## src/rtl/mmio_bridge_pkg.sv

```systemverilog
// Shared definitions for the MMIO bridge: transaction states, IO window
// defaults and the read data returned on a failed IO access.
package mmio_bridge_pkg;

  typedef enum logic [1:0] {
    ST_IDLE = 2'd0,
    ST_REQ  = 2'd1,
    ST_DONE = 2'd2,
    ST_ERR  = 2'd3
  } state_e;

  localparam int unsigned IO_LOW_DEF   = 10;
  localparam int unsigned CH_OFF_W_DEF = 4;
  localparam logic [31:0] ERR_DATA_DEF = 32'hFFFF_FFFF;

  // Channel index width; a single channel still needs a 1-bit index signal.
  function automatic int unsigned idx_w(input int unsigned n);
    return (n > 1) ? $clog2(n) : 1;
  endfunction

endpackage

```

## src/rtl/mmio_decode.sv

```systemverilog
// Combinational IO window decode: window hit, channel index and
// out-of-range detection for the channel-select field of the address.
module mmio_decode
  import mmio_bridge_pkg::*;
#(
  parameter int unsigned ADDR_W   = 32,
  parameter int unsigned N_CH     = 4,
  parameter int unsigned IO_LOW   = IO_LOW_DEF,
  parameter int unsigned CH_OFF_W = CH_OFF_W_DEF,
  parameter int unsigned CH_W     = idx_w(N_CH)
) (
  input  logic [ADDR_W-CH_OFF_W-1:0] addr_hi,
  output logic                       win_hit,
  output logic [CH_W-1:0]            ch,
  output logic                       out_of_range
);

  localparam int unsigned SEL_W = IO_LOW - CH_OFF_W;

  logic [SEL_W-1:0] sel;

  assign win_hit = &addr_hi[ADDR_W-CH_OFF_W-1:SEL_W];
  assign sel     = addr_hi[SEL_W-1:0];
  assign ch      = sel[CH_W-1:0];

  // Any select value past the last channel (non-zero high bits included) is unmapped.
  assign out_of_range = (32'(sel) >= 32'(N_CH));

endmodule

```

## src/rtl/mmio_bridge.sv

```systemverilog
// Data-side steering between data memory and N_CH IO channels. Memory
// accesses pass straight through; IO accesses run a stalled valid/ack handshake.
module mmio_bridge
  import mmio_bridge_pkg::*;
#(
  parameter int unsigned        DATA_W      = 32,
  parameter int unsigned        ADDR_W      = 32,
  parameter int unsigned        N_CH        = 4,
  parameter int unsigned        IO_LOW      = IO_LOW_DEF,
  parameter int unsigned        CH_OFF_W    = CH_OFF_W_DEF,
  parameter int unsigned        TIMEOUT_CYC = 15,
  parameter logic [DATA_W-1:0]  ERR_DATA    = DATA_W'(ERR_DATA_DEF)
) (
  input  logic                     cpu_clk,
  input  logic                     reset,
  input  logic                     m_read,
  input  logic                     m_write,
  input  logic                     io_read,
  input  logic                     io_write,
  input  logic [ADDR_W-1:0]        addr_in,
  input  logic [DATA_W-1:0]        r_rdata,
  input  logic [DATA_W-1:0]        m_rdata,
  output logic [ADDR_W-1:0]        addr_out,
  output logic [DATA_W-1:0]        write_data,
  output logic [DATA_W-1:0]        r_wdata,
  output logic                     cpu_stall,
  output logic [N_CH-1:0]          ch_req,
  output logic                     ch_we,
  output logic [CH_OFF_W-1:0]      ch_addr,
  output logic [DATA_W-1:0]        ch_wdata,
  input  logic [N_CH*DATA_W-1:0]   ch_rdata,
  input  logic [N_CH-1:0]          ch_ack,
  input  logic                     err_clr,
  output logic                     bus_err,
  output logic [ADDR_W-1:0]        err_addr
);

  localparam int unsigned CH_W  = idx_w(N_CH);
  localparam int unsigned CNT_W = $clog2(TIMEOUT_CYC + 1);

  state_e              state_q, state_d;
  logic [ADDR_W-1:0]   addr_q, addr_d;
  logic                we_q, we_d;
  logic [DATA_W-1:0]   wdata_q, wdata_d;
  logic [DATA_W-1:0]   rdata_q, rdata_d;
  logic [CH_W-1:0]     ch_q, ch_d;
  logic [N_CH-1:0]     ch_req_q, ch_req_d;
  logic [CNT_W-1:0]    cnt_q, cnt_d;
  logic                bus_err_q, bus_err_d;
  logic [ADDR_W-1:0]   err_addr_q, err_addr_d;

  logic                win_hit, oor, io_access, ack_sel;
  logic [CH_W-1:0]     dec_ch;
  logic                unused_m_write;

  mmio_decode #(
    .ADDR_W   (ADDR_W),
    .N_CH     (N_CH),
    .IO_LOW   (IO_LOW),
    .CH_OFF_W (CH_OFF_W),
    .CH_W     (CH_W)
  ) u_decode (
    .addr_hi      (addr_in[ADDR_W-1:CH_OFF_W]),
    .win_hit      (win_hit),
    .ch           (dec_ch),
    .out_of_range (oor)
  );

  // Memory stores are decoded by the data memory itself; the bridge only forwards data.
  assign unused_m_write = m_write;

  assign io_access = (io_read | io_write) & win_hit;
  assign ack_sel   = ch_ack[ch_q];

  // NOTE: every flop, including the wide data latches, gets an async reset
  // and is written with <= so all registers update together at the edge.
  always_ff @(posedge cpu_clk or negedge reset) begin
    if (!reset) begin
      state_q    <= ST_IDLE;
      addr_q     <= '0;
      we_q       <= 1'b0;
      wdata_q    <= '0;
      rdata_q    <= '0;
      ch_q       <= '0;
      ch_req_q   <= '0;
      cnt_q      <= '0;
      bus_err_q  <= 1'b0;
      err_addr_q <= '0;
    end else begin
      state_q    <= state_d;
      addr_q     <= addr_d;
      we_q       <= we_d;
      wdata_q    <= wdata_d;
      rdata_q    <= rdata_d;
      ch_q       <= ch_d;
      ch_req_q   <= ch_req_d;
      cnt_q      <= cnt_d;
      bus_err_q  <= bus_err_d;
      err_addr_q <= err_addr_d;
    end
  end

  // NOTE: defaults first so every path assigns every signal and no latch is inferred.
  always_comb begin
    state_d = state_q;
    cnt_d   = cnt_q;
    unique case (state_q)
      ST_IDLE: begin
        cnt_d = '0;
        if (io_access) state_d = oor ? ST_ERR : ST_REQ;
      end
      ST_REQ: begin
        cnt_d = cnt_q + 1'b1;
        // An ack in the final allowed cycle still wins over the timeout.
        if (ack_sel)                              state_d = ST_DONE;
        else if (cnt_d == CNT_W'(TIMEOUT_CYC))    state_d = ST_ERR;
      end
      ST_DONE, ST_ERR: state_d = ST_IDLE;
      default:         state_d = ST_IDLE;
    endcase
  end

  always_comb begin
    addr_d     = addr_q;
    we_d       = we_q;
    wdata_d    = wdata_q;
    rdata_d    = rdata_q;
    ch_d       = ch_q;
    ch_req_d   = ch_req_q;
    bus_err_d  = bus_err_q;
    err_addr_d = err_addr_q;

    if (state_q == ST_IDLE && io_access) begin
      addr_d  = addr_in;
      we_d    = io_write;
      wdata_d = r_rdata;
      ch_d    = dec_ch;
      if (!oor) begin
        ch_req_d         = '0;
        ch_req_d[dec_ch] = 1'b1;
      end
    end
    if (state_q == ST_REQ && state_d != ST_REQ) ch_req_d = '0;
    if (state_q == ST_REQ && ack_sel && !we_q)  rdata_d  = ch_rdata[ch_q*DATA_W +: DATA_W];

    // Error set is ordered after the clear so a coincident set wins.
    if (err_clr) bus_err_d = 1'b0;
    if (state_q == ST_ERR) begin
      bus_err_d  = 1'b1;
      err_addr_d = addr_q;
    end

    cpu_stall = reset && ((state_q == ST_IDLE && io_access) || state_q == ST_REQ);

    r_wdata = '0;
    unique case (state_q)
      ST_DONE: r_wdata = rdata_q;
      ST_ERR:  r_wdata = ERR_DATA;
      ST_IDLE: if (m_read && !io_access) r_wdata = m_rdata;
      default: r_wdata = '0;
    endcase
  end

  assign addr_out   = addr_in;
  assign write_data = r_rdata;
  assign ch_req     = ch_req_q;
  assign ch_we      = we_q;
  assign ch_addr    = addr_q[CH_OFF_W-1:0];
  assign ch_wdata   = wdata_q;
  assign bus_err    = bus_err_q;
  assign err_addr   = err_addr_q;

endmodule

```

## config.mk

```make
export PLATFORM = sky130hd
export DESIGN_NAME = mmio_bridge
export DESIGN_NICKNAME = d
export VERILOG_FILES = /design/src/rtl/mmio_bridge_pkg.sv /design/src/rtl/mmio_decode.sv /design/src/rtl/mmio_bridge.sv
export SDC_FILE = /design/constraint.sdc
export NUM_CORES = 1
export LEC_CHECK = 0
export CAP_MARGIN = 40
export CORE_AREA = 2 2 156 158
export CTS_CLUSTER_DIAMETER = 40
export CTS_CLUSTER_SIZE = 8
export DETAILED_ROUTE_END_ITERATION = 8
export DIE_AREA = 0 0 158 160
export PLACE_DENSITY = 0.69
export SLEW_MARGIN = 40
export SYNTH_ARGS = -nofsm -noshare
export SYNTH_HDL_FRONTEND = slang
export SYNTH_SLANG_ARGS = --single-unit
```

## constraint.sdc

```tcl
create_clock -name cpu_clk -period 1.85 [get_ports cpu_clk]
set_input_delay 0.37 -clock cpu_clk [delete_from_list [all_inputs] [get_ports cpu_clk]]
set_output_delay 0.37 -clock cpu_clk [all_outputs]
set_load 0.03 [all_outputs]
```

==> run metrics <==
final net count=1145; DP Wirelength=between 15000 and 20000 um; routed vias/inst=4.57; clock network fraction of total power=45.1%; post-synthesis net count=765; max-slew violations=0; crit path launch type=flop; FF+latch count, synth=140; Initial Util=30.2%; TritonCTS buffer count=17; RSZ-0062 raised after global routing=true; Routed WL=23000 um; worst setup path category=flop to output port; share of layout cells above drive strength 1=around 42%; Setup violations, final=33; Die Area=between 0.02 and 0.03 mm2; Post-Syn Area per Cell=13.6 um2; commonest non-fill, non-tap cell in the layout=clkdlybuf4s50_1; Area Overhead vs Synth=70.9%; Die Height=approximately 160 um; dominant synthesized flop cell=dfrtp_1; WP data arrival=1.82 ns; DRT antenna net count=0; initial antenna violation count=1; Switching Share=26.3%; VDD IR max=about 0.00059 V; f_max=456 MHz; Skew-Pair Late Insertion Delay=0.42 ns; Synth async-reset ratio=100%; dpl cell area=0.0113 mm2; Initial DRT Pass Iterations=4; Fin Hold WS=0.352 ns; Worst Hold Class=input pin to flop; part of the power in registers=39.4%; die width=158 um; slew of the pin with the lowest slew margin=0.420 ns; post-route minimum period=approximately 2.2 ns; failing checks=negative setup slack; design area=~0.012 mm2; # DRC=0; Seq/Total Area, Yosys=between 40% and 50%; TNS Setup=-10.72 ns; row count=57; endpoint class of the critical path=output port; Fin. Hold Viols=0; number of cells produced by synthesis=528; P_int=5.72 mW; DR vias=5690; vias in the first global route=about 6000; combinational power share=between 15 and 20%; CTS tree=yes; dpl ws=-0.745 ns; clock root buffer=clkbuf_16; crit path max fanout=8; max_slew headroom=72.0%; CTS H-tree lvls=4; worst-case clock skew=0.0122 ns; wire per inst=18.5 um; clock sink count=140; EDFF count, synth=0; R2R cell count=4; Warnings, synthesis=0; gpl congestion=around 0.8; Post-Syn Area=0.00719 mm2; Core ar.=0.0238 mm2; pin count of the biggest net entering global routing=approximately 140; status=complete, but fails checks; grt ovf=0; global-route wire length before repair=34100 um; max cap viols=0; WHS Path Cells=3; Power Dens Cells=632 mW/mm2; Worst Path Required=around 1.5 ns; final worst-path cycle share=119%; commonest non-fill, non-tap cells in the layout=clkdlybuf4s50_1, dfrtp_1, buf_4; number of buffers added on ports=404; IO Pins=406; Tot GR Track Use=roughly 18%; Iter 0 DRT Violations=260; Fillers=approximately 2100; Clock Path Buffers=2; Netlist cell types=38; total leakage power=approximately 6.6 nW; Reg clk slew, reported paths=0.07 ns; post-route setup slack=-0.343 ns; sw power=2.04 mW
[worst max-delay path, stage by stage, from the launching register on]
cell	delay, ns
dfrtp_1	0.42
buf_6	0.14
nor2_4	0.09
nand2_2	0.09
nor2_4	0.20
buf_6	0.18
a21bo_2	0.15
buf_6	0.13
[per-layer routing]
metal  part of all wire [%]  track usage, %  routed length [um]
met5                      0               0                   0
met4                    1.4            5.00                 325
met3                    8.5            5.18                1950
met2                     51            31.4               11600
met1                     40            21.1                9110
[worst paths after layout]
| path | from | slack [ns] | end |
|---|---|---|---|
| setup / recovery | state_q[0] | -0.34 | r_wdata[20] |
| hold / removal | io_write | 0.35 | ch_we |
| setup reg to reg | addr_q[4] | 0.05 | rdata_q[19] |
| hold reg to reg | addr_q[20] | 0.47 | addr_q[20] |
| max in group asynchronous | reset | 0.57 | rdata_q[6] |
| min in group asynchronous | reset | 0.55 | err_addr[14] |
[metrics by stage]
stage          std cells  power [mW]  util [%]
2_1_floorplan        528        3.57         -
3_3_place_gp        1202        4.27      47.3
3_5_place_dp        1202        4.28      47.3
4_1_cts             1247        7.88      50.9
5_1_grt             1245        8.09      51.5
6_report            1246        7.76      51.6
[power groups by stage]
stage                     clock, mW  combinational, mW  sequential, mW
after floorplan                   0              0.448            3.12
after global placement            0               1.15            3.12
after detailed placement          0               1.16            3.12
after CTS                      3.61               1.21            3.06
after global routing           3.77               1.27            3.06
final                          3.50               1.20            3.06
[cells in the mapped netlist (2+ instances only)]
cell type  count  share of area [%]
a21bo_2       32                4.5
a21oi_1        4               0.28
a22o_1         2               0.24
buf_2         10               0.70
buf_4         68                7.1
buf_6          6               0.94
clkbuf_1      16               0.84
dfrtp_1      140                 49
ha_1           2               0.35
inv_1          3               0.16
mux2_1         2               0.31
mux2_2        88                 14
mux2_4        17                3.6
mux4_2        33                 10
nand2_1       12               0.63
nand2_2        2               0.17
nand2b_1      25                2.2
nand4_1        6               0.52
nor2_1         4               0.21
o21ai_0       37                2.6
or3b_1         2               0.24
[area by class of cell]
class / instances / area [um2] / area share [%]
timing repair buffer: 462 / 4630 / 37.7
antenna: 1 / 2.50 / 0.0204
multi-input combinational: 284 / 3100 / 25.2
sequential: 140 / 3510 / 28.5
inverter: 3 / 11.3 / 0.0917
clock inverter: 15 / 199 / 1.62
clock buffer: 17 / 425 / 3.46
tap: 324 / 405 / 3.30
[timing repair]
action	4_1_cts	5_1_grt
setup endpoints to repair	106	101
hold buffers	0	1
gates resized for setup	158	61
buffers inserted	14	1
hold endpoints to repair	0	62
pin swaps	16	9
gates cloned	2	1
[cells by family (layout without fill, tap and decap cells)]
logic type	after synthesis	after routing	synth area share (%)
XOR/XNOR	1	1	0.122
multiplexers	140	140	28.0
AO/OA/AOI/OAI	80	80	8.10
buffers and inverters	104	497	9.78
other	0	1	0
adder cells (fa/ha/maj)	2	2	0.348
AND/OR/NAND/NOR	61	61	4.91
flip-flops	140	140	48.7
[sequential cells by signal (all words and copies together), names as in the netlist]
| register | count |
|---|---|
| ch_we | 1 |
| err_addr | 32 |
| addr_q | 32 |
| rdata_q | 32 |
| cnt_q | 4 |
| ch_wdata | 32 |
| state_q | 2 |
| bus_err | 1 |
| ch_req | 4 |
Note: power is estimated with default switching activity, not from simulation.
